===== config.mk =====
export PLATFORM = sky130hd
export DESIGN_NAME = data_n_to_1_pipe
export DESIGN_NICKNAME = d
export VERILOG_FILES = /design/src/rtl/data_n_to_1_pipe.sv
export SDC_FILE = /design/constraint.sdc
export NUM_CORES = 1
export LEC_CHECK = 0
export BUFFER_PORTS_ARGS = -buffer_cell sky130_fd_sc_hd__buf_2
export CAP_MARGIN = 20
export CORE_MARGIN = 2
export CORE_UTILIZATION = 48
export CTS_BUF_LIST = sky130_fd_sc_hd__clkbuf_8 sky130_fd_sc_hd__clkbuf_16
export DETAILED_ROUTE_END_ITERATION = 16
export GPL_TIMING_DRIVEN = 0
export PLACE_DENSITY = 0.91
export SETUP_SLACK_MARGIN = 0.3
export SYNTH_ARGS = -nofsm -noshare
export SYNTH_HDL_FRONTEND = slang
export SYNTH_SLANG_ARGS = --single-unit

===== constraint.sdc =====
create_clock -name clk -period 3.5 [get_ports clk]
set_clock_uncertainty 0.2 [all_clocks]
set_input_delay 0.7 -clock clk [delete_from_list [all_inputs] [get_ports clk]]
set_output_delay 0.7 -clock clk [all_outputs]
set_load 0.01 [all_outputs]

===== src/rtl/data_n_to_1_pipe.sv =====
// Registered N-to-1 word selector with a valid/ready handshake, 2-entry skid
// buffering and a synchronous flush for the CPU operand path.
module data_n_to_1_pipe #(
  parameter  int WIDTH = 32,
  parameter  int NUM   = 4,
  localparam int SEL_W = $clog2(NUM)
) (
  input  logic                 clk,
  input  logic                 rst,
  input  logic [NUM*WIDTH-1:0] in_data,
  input  logic [SEL_W-1:0]     in_sel,
  input  logic                 in_valid,
  output logic                 in_ready,
  input  logic                 flush,
  output logic [WIDTH-1:0]     out_data,
  output logic [SEL_W-1:0]     out_sel,
  output logic                 out_err,
  output logic                 out_valid,
  input  logic                 out_ready
);

  logic [WIDTH-1:0] sel_word;
  logic             sel_err;

  logic [WIDTH-1:0] skid_data;
  logic [SEL_W-1:0] skid_sel;
  logic             skid_err;
  logic             skid_valid;

  logic [WIDTH-1:0] out_data_nxt, skid_data_nxt;
  logic [SEL_W-1:0] out_sel_nxt, skid_sel_nxt;
  logic             out_err_nxt, skid_err_nxt;
  logic             out_valid_nxt, skid_valid_nxt;

  logic accept;
  logic main_free;

  // Indices at or above NUM fall through the loop and leave word=0, err=1.
  // NOTE: every always_comb output gets a default first so no path can
  // leave it unassigned and infer a latch.
  always_comb begin
    sel_word = '0;
    sel_err  = 1'b1;
    for (int i = 0; i < NUM; i++) begin
      if (in_sel == SEL_W'(i)) begin
        sel_word = in_data[i*WIDTH +: WIDTH];
        sel_err  = 1'b0;
      end
    end
  end

  assign accept    = in_valid && in_ready;
  assign main_free = !out_valid || out_ready;

  always_comb begin
    out_data_nxt   = out_data;
    out_sel_nxt    = out_sel;
    out_err_nxt    = out_err;
    out_valid_nxt  = out_valid;
    skid_data_nxt  = skid_data;
    skid_sel_nxt   = skid_sel;
    skid_err_nxt   = skid_err;
    skid_valid_nxt = skid_valid;

    if (flush) begin
      out_valid_nxt  = 1'b0;
      skid_valid_nxt = 1'b0;
    end else if (main_free) begin
      // A full skid always holds the older word, so it refills main first;
      // in_ready is low then, so no accept can compete with it.
      if (skid_valid) begin
        out_data_nxt   = skid_data;
        out_sel_nxt    = skid_sel;
        out_err_nxt    = skid_err;
        out_valid_nxt  = 1'b1;
        skid_valid_nxt = 1'b0;
      end else if (accept) begin
        out_data_nxt  = sel_word;
        out_sel_nxt   = in_sel;
        out_err_nxt   = sel_err;
        out_valid_nxt = 1'b1;
      end else begin
        out_valid_nxt = 1'b0;
      end
    end else if (accept) begin
      skid_data_nxt  = sel_word;
      skid_sel_nxt   = in_sel;
      skid_err_nxt   = sel_err;
      skid_valid_nxt = 1'b1;
    end
  end

  // in_ready is its own flop holding the inverse of the next skid state, so
  // it carries no combinational path from the handshake inputs.
  // NOTE: state flops use non-blocking assignments so every flop samples
  // pre-edge values regardless of statement order.
  always_ff @(posedge clk or posedge rst) begin
    if (rst) begin
      out_data   <= '0;
      out_sel    <= '0;
      out_err    <= 1'b0;
      out_valid  <= 1'b0;
      skid_data  <= '0;
      skid_sel   <= '0;
      skid_err   <= 1'b0;
      skid_valid <= 1'b0;
      in_ready   <= 1'b1;
    end else begin
      out_data   <= out_data_nxt;
      out_sel    <= out_sel_nxt;
      out_err    <= out_err_nxt;
      out_valid  <= out_valid_nxt;
      skid_data  <= skid_data_nxt;
      skid_sel   <= skid_sel_nxt;
      skid_err   <= skid_err_nxt;
      skid_valid <= skid_valid_nxt;
      in_ready   <= !skid_valid_nxt;
    end
  end

endmodule


==> results by group, run 1 <==
Clock network
  – CTS Sinks: 73
  – Post_cts resized: 0
  – Clock slew at reported path FFs: 0.07 ns
  – CTS Root Cell: clkbuf_8
  – Clk_lat worst skew: 0.34 ns
  – Clk buf depth: 2
  – # H-tree levels: 3
  – # Post-CTS Setup Buffers: 0
  – Hold-fix buffers at CTS: 0
  – TritonCTS Buffers: 9
  – TritonCTS clock tree: built

Global routing
  – Largest net degree at the start of global routing: 74
  – Vias in the first global route: 3055
  – Total congestion overflow: 0
  – Overall routing resource usage: 0.217
  – Initial antenna violation count: 0
  – Global-route wire length before repair: 14700 um

Routing
  – Total Wirelength: 9420 um
  – DR WL/cell: 17.8 um
  – Vias per cell: 5.39
  – First-pass DRT Iterations: 4
  – Routed vias: 2852
  – Drc violations: 0
  – Number of nets with antenna violations after routing: 0
  – 1st-iter DRT viols: 55

Power
  – Pwr Total: 2.54 mW
  – Max IR drop VDD: 0.000286 V
  – Cell Pwr Density: 487 nW/um^2
  – Pleak: 2.48 nW

Logic synthesis
  – Synth top area share: 0.447
  – Post-synthesis sequential area ratio: 0.453
  – Synth warnings: 0
  – Post-synthesis register bit count: 73
  – Compound-Gate Fraction of Synth Area: 0.00248
  – Synth Area in Simple Gates: 0.0130
  – Post-synth cell types: 20
  – XOR/XNOR Fraction of Synth Area: 0
  – Syn_area_per_cell: 16.9 sq um
  – Post-Synth Adder-Cell Area: 0
  – Post-Syn Area: 4030 sq um
  – Multiplexer share of the synthesized area: 0.495
  – Synth top area cells: dfrtp_1 45%, mux2_2 21%, mux4_2 16%
  – Largest area contributor in the synthesized netlist: dfrtp_1
  – Mapped Nets: 374
  – Mapped Cells: 239
  – Main combinational cell family by area after synthesis: multiplexers

STA
  – Max Clk Rate: 0.397 GHz
  – Worst setup margin: 0.979 ns
  – Unrepaired setup endpoints after global routing: false
  – Hold Slack: 0.304 ns
  – Relative slew slack: 0.398
  – Tmin final: 2.52 ns
  – Worst slew pin tran: 0.903 ns
  – Final setup vio count: 0
  – Slew Viols, Final: 0
  – Fin. Hold Viols: 0
  – Crit share post-route: 0.720
  – Post-route setup TNS: 0 ns

Setup path
  – Critical Path End Type: flip-flop
  – Crit path max fanout: 10
  – Crit Path Class: primary input to flip-flop
  – Critical Path Max Stage Delay: 0.57 ns
  – Worst reg-to-reg path cell count: 4
  – Worst setup SP type: primary input
  – Reg2reg end: out_data[30]
  – Worst Path Arrival: 2.54 ns
  – Reg2reg start: in_ready
  – Crit-path cells: clkbuf_1 -> clkbuf_1 -> mux4_2 -> mux2_2 -> mux2_4
  – Slowest stage cell, crit path: clkbuf_1
  – Most used cell, CP: clkbuf_1
  – Worst Path Required: 3.52 ns
  – R2R Setup Slk: 1.27 ns

Flow run
  – Max-cap violations: 0

Floorplan
  – Site Rows: 33
  – Die area: 9150 sq um
  – Core Region: 8180 sq um
  – Top-level I/O count: 172
  – Initial cell density of the core: 0.493
  – Die Y: 95.7 um
  – Die width: 95.7 um

Min path
  – Hold crit path type: flip-flop to flip-flop
  – Hold path endpoint: skid_data[9]
  – Hold Crit Depth: 1
  – Hold wc startpoint: skid_data[9]

Layout
  – Fin nets: 554
  – Post-Route Utilization: 0.639
  – Most common cell after layout, fill and taps aside: buf_2
  – Commonest non-fill, non-tap cells in the layout: 173 x buf_2, 74 x mux2_2, 72 x dfrtp_1, 29 x mux4_2, 28 x mux2_4
  – P&R area growth vs syn: 29.4%
  – Fraction of layout instances using a drive strength above 1: 0.776
  – N_diodes: 0
  – Non-filler cells, final: 529
  – Cell area after layout: 5220 sq um

Outcome
  – Outcome: finished clean

Placement
  – Hpwl dp: 7030 um
  – Setup WS pre-CTS: 0.631 ns
  – Dpl cell area: 5010 sq um
  – Port Buf Inserts: 169
  – Placed insts: 513
  – GPL Wtd Cong: 0.760
[cell families (layout without fill, tap and decap cells)]
kind of cell,after synthesis,after routing
AND/OR/NAND/NOR,8,8
AO/OA/AOI/OAI,2,2
multiplexers,135,135
flip-flops,73,73
buffers and inverters,21,206
[synthesized netlist by cell type]
cell and n:
dfrtp_1 72, mux2i_1 1, buf_12 2, buf_4 3, buf_6 1, inv_1 3
nor3_2 2, mux2_4 28, nand2_1 2, clkbuf_1 7, buf_8 1, a21oi_1 2
nor2b_1 2, mux2_2 74, dfstp_2 1, mux4_2 29, mux4_1 3, nand2b_1 1
buf_2 4, or3_1 1
[critical path, delay by kind of cell]
kind	cells	cell delay [ns]
buf+inv	2	0.86
mux	3	0.96
[final cells by class]
| type | instances | area (sq um) |
|---|---|---|
| clock buffer | 12 | 165 |
| sequential | 73 | 1830 |
| clock inverter | 4 | 42.5 |
| tap | 105 | 131 |
| inverter | 3 | 13.8 |
| multi-input combinational | 145 | 2060 |
| fill | 633 | 2960 |
| timing repair buffer | 169 | 846 |
| buffer | 18 | 135 |
[registers in the layout, summed over array words and instances, names as in the netlist]
register,count
skid_sel,2
out_valid,1
skid_data,32
out_data,32
out_sel,2
skid_valid,1
out_err,1
in_ready,1
skid_err,1
[where the power goes]
| group | switching [mW] | internal (mW) |
|---|---|---|
| Clock | 0.302 | 0.382 |
| Sequential | 0.114 | 1.06 |
| Combinational | 0.255 | 0.430 |
[how the worst max path moves through the flow]
stage                     startpoint          end  slack (ns)  cells after the start
after global placement           rst  out_data[4]       -0.07                      2
after floorplan                  rst  out_data[0]        0.75                      1
after CTS                  in_sel[1]  out_data[9]        0.99                      5
after detailed placement   in_sel[1]  out_data[8]        0.63                      5
after global routing       in_sel[1]  out_data[9]        0.91                      5
final                      in_sel[1]  out_data[9]        0.98                      5
[routing by layer]
| layer | GRT usage | part of all wire | wire length (um) |
|---|---|---|---|
| met5 | 0 | 0 | 0 |
| met4 | 0.0702 | 0.011 | 107 |
| met3 | 0.0474 | 0.063 | 593 |
| met2 | 0.384 | 0.53 | 4990 |
| met1 | 0.263 | 0.40 | 3730 |
Note: power is estimated with default switching activity, not from simulation.
==> run 2: changes to the inputs <==
--- a/config.mk
+++ b/config.mk
@@ -5,6 +5,7 @@
 export SDC_FILE = /design/constraint.sdc
 export NUM_CORES = 1
 export LEC_CHECK = 0
+export ABC_AREA = 1
 export BUFFER_PORTS_ARGS = -buffer_cell sky130_fd_sc_hd__buf_2
 export CAP_MARGIN = 20
 export CORE_MARGIN = 2
==> constraint.sdc (replaced) <==
create_clock -name clk -period 2.43 [get_ports clk]
set_clock_uncertainty 0.2 [all_clocks]
set_input_delay 0.486 -clock clk [delete_from_list [all_inputs] [get_ports clk]]
set_output_delay 0.486 -clock clk [all_outputs]
set_load 0.01 [all_outputs]
==> run 2 against run 1 <==
Against the previous run:
- setup slack worse by 0.39 ns
- final area is 2.2% higher
- critical path depth is 2 higher
- first-iteration DRC count grew to 3.5 times the previous value
- via count is 61% higher
- power is 40% higher
- wire length is 38% higher
- flip-flop and latch count stayed put
- global-route usage is 7.5 points higher
- core utilization is 0.73 points higher
- clock power is 55% higher
- critical path type is now flip-flop to flip-flop
- highest routed layer unchanged
==> results by group, run 2 <==
Setup path
  – Critical Path Max Stage Delay: 0.55 ns (-0.02 ns)
  – Crit path max fanout: 10 (unchanged)
  – Worst reg-to-reg path cell count: 7 (+3)
  – Worst setup SP type: flip-flop
  – Worst Path Required: 2.52 ns (-1.00 ns)
  – Most used cell, CP: nand2_1
  – Crit-path cells: nand2_1 -> a21oi_2 -> nand2_2 -> clkbuf_1 -> nor2_1 -> nand2_1 -> nand2_1
  – Reg2reg end: out_data[18]
  – R2R Setup Slk: 0.59 ns (-0.68 ns)
  – Critical Path End Type: flip-flop
  – Reg2reg start: in_ready
  – Slowest stage cell, crit path: dfstp_2
  – Crit Path Class: flip-flop to flip-flop
  – Worst Path Arrival: 1.93 ns (-0.61 ns)

Power
  – Cell Pwr Density: 667 nW/um^2 (+37%)
  – Switching share of power: 0.311 (+0.0466)
  – Pleak: 3.03 nW (+22%)
  – Sequential share of power: 0.456 (-0.005)
  – Gate power share: 0.247 (-0.023)
  – Clk network pwr share: 0.297 (+0.028)
  – Max IR drop VDD: 0.000297 V (+3.9%)
  – Sw Pwr: 1.11 mW (+65%)
  – Pwr Total: 3.56 mW (+40%)
  – Pint: 2.45 mW (+31%)

Floorplan
  – Die area: 9310 sq um (+1.7%)
  – Die Y: 96.5 um (+0.86%)
  – Die width: 96.5 um (+0.86%)
  – Core Region: 8260 sq um (+1.0%)
  – Top-level I/O count: 172 (unchanged)
  – Initial cell density of the core: 0.497 (+0.00386)
  – Site Rows: 33 (unchanged)

Logic synthesis
  – Largest area contributor in the synthesized netlist: dfrtp_1
  – Post-synthesis register bit count: 73 (unchanged)
  – Synth warnings: 0 (unchanged)
  – Syn_area_per_cell: 6.84 sq um (-59%)
  – Synth top area cells: dfrtp_1 44%, nand2_1 22%, nand3_1 7.8%
  – Post-synth cell types: 20 (unchanged)
  – Commonest cells post-synth: 240 x nand2_1, 72 x dfrtp_1, 65 x nor2_1
  – Post-synthesis sequential area ratio: 0.445 (-0.00801)
  – Mapped Cells: 600 (+150%)
  – Post-Syn Area: 4110 sq um (+1.8%)
  – Top-count cell post-synth: nand2_1
  – Number of synthesized flops with an enable pin: 0 (unchanged)
  – Synth top area share: 0.439 (-0.00790)
  – Mapped Nets: 735 (+97%)
  – Top FF cell, synth: dfrtp_1
  – Asr flop ratio synth: 1.00 (unchanged)

Layout
  – Most common cell after layout, fill and taps aside: nand2_1
  – Fill count: 801 (+27%)
  – P&R area growth vs syn: 29.9%
  – Sequential cell area: 1830 sq um (unchanged)
  – Biggest regs: out_data (32), skid_data (32)
  – Fin nets: 917 (+66%)
  – N_diodes: 0 (unchanged)
  – Fraction of layout instances using a drive strength above 1: 0.276 (-0.500)
  – Commonest non-fill, non-tap cells in the layout: 240 x nand2_1, 188 x buf_2, 72 x dfrtp_1, 65 x nor2_1, 64 x nand3_1
  – Area occupied by multi-input gates: 2050 sq um (-0.30%)

Clock network
  – TritonCTS Buffers: 9 (unchanged)
  – Clk buf depth: 2 (unchanged)
  – Hold-fix buffers at CTS: 0 (unchanged)
  – CTS Root Cell: clkbuf_8
  – Clock slew at reported path FFs: 0.08 ns (about the same)
  – # H-tree levels: 3 (unchanged)
  – Clk_lat worst skew: 0.35 ns (about the same)
  – CTS Sinks: 73 (unchanged)
  – # Post-CTS Setup Buffers: 0 (unchanged)
  – Post_cts resized: 0 (unchanged)
  – TritonCTS clock tree: built

Routing
  – DR WL/cell: 14.6 um (-18%)
  – Routed vias: 4589 (+61%)
  – Vias per cell: 5.14 (-4.6%)
  – Number of nets with antenna violations after routing: 0 (unchanged)
  – First-pass DRT Iterations: 5 (+1)
  – 1st-iter DRT viols: 191 (+250%)
  – Drc violations: 0 (unchanged)
  – Total Wirelength: 13000 um (+38%)

Placement
  – Port Buf Inserts: 170 (+0.59%)
  – GPL Wtd Cong: 0.881 (+16%)
  – Hpwl dp: 9630 um (+37%)

Flow run
  – Max-cap violations: 0 (unchanged)

Global routing
  – Total congestion overflow: 0 (unchanged)
  – Initial antenna violation count: 0 (unchanged)
  – Global route hottest layer: met2
  – Global routing usage on met1: 0.384 (+0.121)
  – Vias in the first global route: 4233 (+39%)
  – GRT met3 Usage: 0.0528 (+0.00532)
  – Global-route wire length before repair: 20200 um (+37%)
  – Largest net degree at the start of global routing: 38 (-49%)
  – Overall routing resource usage: 0.292 (+0.0752)
  – Met2 track demand over resource: 0.480 (+0.0963)

STA
  – Crit share post-route: 0.757
  – Max Clk Rate: 0.544 GHz
  – Post-route setup TNS: 0 ns (unchanged)
  – Final setup vio count: 0 (unchanged)
  – Slew Viols, Final: 0 (unchanged)
  – Worst slew pin tran: 0.814 ns (-0.0888 ns)
  – Unrepaired setup endpoints after global routing: false
  – Fin. Hold Viols: 0 (unchanged)
  – Relative slew slack: 0.456 (+0.0580)
  – Tmin final: 1.84 ns

Min path
  – Hold crit path type: primary input to asynchronous set/reset pin

Outcome
  – Outcome: finished clean
run 2: worst max-delay path by stage:
| stage | endpoint | from | cells after the start | slack (ns) |
|---|---|---|---|---|
| after floorplan | out_data[0] | in_ready | 7 | 0.84 |
| after global placement | skid_data[5] | out_ready | 7 | 0.40 |
| after detailed placement | skid_data[1] | out_ready | 7 | 0.40 |
| after CTS | skid_data[1] | in_ready | 5 | 0.58 |
| after global routing | skid_data[15] | in_ready | 5 | 0.48 |
| final | out_data[18] | in_ready | 7 | 0.59 |
run 2: kinds of logic (layout without fill, tap and decap cells):
logic type	after synthesis	in the layout	share of synthesized area
AND/OR/NAND/NOR	405	405	0.412
AO/OA/AOI/OAI	71	71	0.0881
flip-flops	73	73	0.445
buffers and inverters	51	238	0.0549
run 2: layout make-up:
cell class                 count  share of cell area
multi-input combinational    476               0.385
sequential                    73               0.343
buffer                        41              0.0352
clock buffer                  10              0.0258
timing repair buffer         171               0.163
inverter                      10             0.00774
clock inverter                 6              0.0157
tap                          105              0.0246
run 2: critical path, delay by kind of cell (launching register included):
family                 cells  cell delay [ns]
and+or+nand+nor            5             0.57
DFF                        1             0.55
buffers and inverters      1             0.28
AOI/OAI and AO/OA          1             0.18
run 2: per-stage QoR:
step                      hold WS [ns]  cells  instance area [sq um]  utilization  setup slack [ns]
after floorplan                  0.258    600                   4110            -             0.837
after global placement           0.257    875                   5090        0.617             0.402
after detailed placement         0.260    876                   5110        0.619             0.403
after CTS                        0.101    892                   5330        0.646             0.581
after global routing             0.123    892                   5330        0.646             0.479
final                           0.0783    892                   5330        0.646             0.591
run 2: power groups by stage:
stage	Sequential [mW]	Clock, mW	Combinational, mW
3_5_place_dp	1.64	0	0.879
5_1_grt	1.65	1.13	1.00
2_1_floorplan	1.68	0	0.455
4_1_cts	1.62	1.07	0.883
3_3_place_gp	1.63	0	0.853
6_report	1.62	1.06	0.879
run 2: routing by layer:
| layer | vias to the layer above | share of wire |
|---|---|---|
| li1 | 2264 | - |
| met1 | 2097 | 0.43 |
| met2 | 204 | 0.48 |
| met3 | 24 | 0.073 |
| met4 | 0 | 0.022 |
| met5 | - | 0 |
==> run 3: changes to the inputs <==
==> constraint.sdc (replaced) <==
create_clock -name clk -period 1.7 [get_ports clk]
set_clock_uncertainty 0.2 [all_clocks]
set_input_delay 0.34 -clock clk [delete_from_list [all_inputs] [get_ports clk]]
set_output_delay 0.34 -clock clk [all_outputs]
set_load 0.01 [all_outputs]
==> run 3 against run 2 <==
Against the previous run:
- the run now ends with negative hold slack left
- setup slack got worse by 0.52 ns
- sequential power rose by 48%
- die area did not move
- first-iteration DRC count rose by 78%
- power rose by 60%
- sequential share of layout area fell by 4.8 points
==> results by group, run 3 (synthesis results as in run 2) <==
Setup path
  – Critical Path End Type: flip-flop
  – Crit-path cells: nand2_2 -> a21oi_4 -> nand2_4 -> buf_8 -> clkbuf_16 -> nand2_1 -> nand2_1
  – R2R Setup Slk: 0.07 ns (-0.52 ns)
  – Slowest stage cell, crit path: dfstp_2
  – Worst reg-to-reg path cell count: 7 (unchanged)
  – Crit Path Class: flip-flop to flip-flop
  – Reg2reg start: in_ready
  – Worst setup SP type: flip-flop
  – Worst Path Arrival: 1.66 ns (-0.27 ns)
  – Most used cell, CP: nand2_1
  – Critical Path Max Stage Delay: 0.56 ns (about the same)
  – Worst Path Required: 1.73 ns (-0.79 ns)
  – Crit path max fanout: 7 (-3)
  – Reg2reg end: out_data[28]

Layout
  – Fill count: 668 (-17%)
  – Most common cell after layout, fill and taps aside: nand2_1
  – P&R area growth vs syn: 51.1%
  – Fraction of layout instances using a drive strength above 1: 0.390 (+0.115)
  – Fin nets: 955 (+4.1%)
  – Commonest non-fill, non-tap cells in the layout: 213 x nand2_1, 177 x buf_2, 72 x dfrtp_1, 64 x nand3_1, 64 x nor2_1
  – Post-Route Utilization: 0.751 (+0.105)
  – Biggest regs: out_data (32), skid_data (32)
  – N_diodes: 0 (unchanged)

Clock network
  – Clk buf depth: 2 (unchanged)
  – # H-tree levels: 3 (unchanged)
  – Clk_lat worst skew: 0.34 ns (about the same)
  – CTS Root Cell: clkbuf_8
  – TritonCTS clock tree: built
  – TritonCTS Buffers: 9 (unchanged)
  – CTS Sinks: 73 (unchanged)
  – Clock slew at reported path FFs: 0.08 ns (about the same)

Floorplan
  – Top-level I/O count: 172 (unchanged)
  – Initial cell density of the core: 0.497 (unchanged)
  – Core Region: 8260 sq um (unchanged)
  – Die Y: 96.5 um (unchanged)
  – Site Rows: 33 (unchanged)
  – Die area: 9310 sq um (unchanged)
  – Die width: 96.5 um (unchanged)

Routing
  – Total Wirelength: 14400 um (+11%)
  – Drc violations: 0 (unchanged)
  – Routed vias: 4878 (+6.3%)
  – DR WL/cell: 15.5 um (+6.2%)
  – 1st-iter DRT viols: 340 (+78%)
  – Number of nets with antenna violations after routing: 0 (unchanged)
  – Vias per cell: 5.25 (+2.0%)
  – First-pass DRT Iterations: 5 (unchanged)

STA
  – Unrepaired setup endpoints after global routing: true
  – Hold Slack: -0.0570 ns (-0.135 ns)
  – Max Clk Rate: 0.614 GHz (+13%)
  – Crit share post-route: 0.958 (+0.201)
  – Slew Viols, Final: 0 (unchanged)
  – Fin. Hold Viols: 36 (+36)
  – Worst slew pin tran: 0.835 ns (+0.0214 ns)
  – Tmin final: 1.63 ns (-0.210 ns)
  – Relative slew slack: 0.442 (-0.0143)
  – Final setup vio count: 0 (unchanged)

Min path
  – Hold crit path type: primary input to asynchronous set/reset pin

Global routing
  – Initial antenna violation count: 0 (unchanged)
  – Global-route wire length before repair: 21400 um (+5.9%)
  – Met2 track demand over resource: 0.531 (+0.0509)
  – Overall routing resource usage: 0.306 (+0.0140)
  – Global route hottest layer: met2
  – GRT met3 Usage: 0.0458 (-0.00698)
  – Global routing usage on met1: 0.390 (+0.00584)
  – Vias in the first global route: 4578 (+8.2%)
  – Largest net degree at the start of global routing: 38 (unchanged)
  – Total congestion overflow: 0 (unchanged)

Flow run
  – Max-cap violations: 0 (unchanged)

Placement
  – GPL Wtd Cong: 0.858 (-2.6%)
  – Hpwl dp: 9640 um (about the same)
  – Port Buf Inserts: 170 (unchanged)

Outcome
  – Violated checks: negative hold slack
  – Outcome: complete, but fails checks

Power
  – Pleak: 3.45 nW (+14%)
  – Cell Pwr Density: 918 nW/um^2 (+38%)
  – Max IR drop VDD: 0.000504 V (+70%)
==> run 3: changes by cell type in the layout (fill, tap and decap cells not counted), sizes merged <==
cell | previous run | this run
clkinv | 1 | 0
clkbuf | 28 | 31
buf | 194 | 230
==> run 3: timing repair <==
item                                    in CTS  in global routing
gates resized for setup                     70                 62
gates cloned                                 6                  1
endpoints found under the hold margin       36                  6
buffers inserted                            15                 16
endpoints found under the setup margin     101                106
pin swaps                                   12                  8
==> run 3: report_power, final <==
part           total [mW]  internal (mW)  switching, mW  leakage, nW
clock                1.56          0.902          0.662        0.113
combinational        1.73          0.861          0.868         2.41
sequential           2.40           2.12          0.284        0.924
total                5.70           3.88           1.81         3.45
==> run 3: final cells by class <==
cell class | instances | area [sq um] | area share
Inverter | 10 | 41.3 | 0.00666
Buffer | 41 | 367 | 0.0591
Clock inverter | 5 | 78.8 | 0.0127
Multi-Input combinational cell | 476 | 2330 | 0.375
Clock buffer | 11 | 151 | 0.0244
Timing Repair Buffer | 209 | 1280 | 0.206
Tap cell | 105 | 131 | 0.0212
Sequential cell | 73 | 1830 | 0.295
==> run 3: through the flow <==
| step | setup slack (ns) | total power [mW] | cells | cell area [sq um] | setup TNS (ns) |
|---|---|---|---|---|---|
| after floorplan | 0.167 | 3.06 | 600 | 4140 | 0 |
| after global placement | -0.161 | 3.55 | 875 | 5130 | -15.28 |
| after detailed placement | -0.100 | 3.61 | 876 | 5150 | -3.28 |
| after CTS | 0.0941 | 5.35 | 913 | 5840 | 0 |
| after global routing | 0.0163 | 6.00 | 930 | 6200 | 0 |
| final | 0.0713 | 5.70 | 930 | 6200 | 0 |
==> run 3: worst max-delay path: cells and delay by family (launching register included) <==
kind	cells	cell delay, ns
compound gates	1	0.15
buf+inv	2	0.31
flops	1	0.56
simple gates	4	0.30
==> run 3: worst max-delay path by stage <==
stage	startpoint	end	slack [ns]	depth (start not counted)
after global placement	rst	out_err	-0.16	2
after floorplan	in_ready	out_data[0]	0.17	7
after global routing	in_ready	out_data[19]	0.02	7
after CTS	in_ready	out_data[30]	0.09	7
after detailed placement	in_sel[0]	out_data[5]	-0.1	8
final	in_ready	out_data[28]	0.07	7
==> run 3: metal layers <==
layer | wire length (um) | vias to the layer above
met2 | 7210 | 238
met3 | 1130 | 33
li1 | - | 2346
met1 | 5670 | 2261
met4 | 386 | 0
met5 | 0 | -
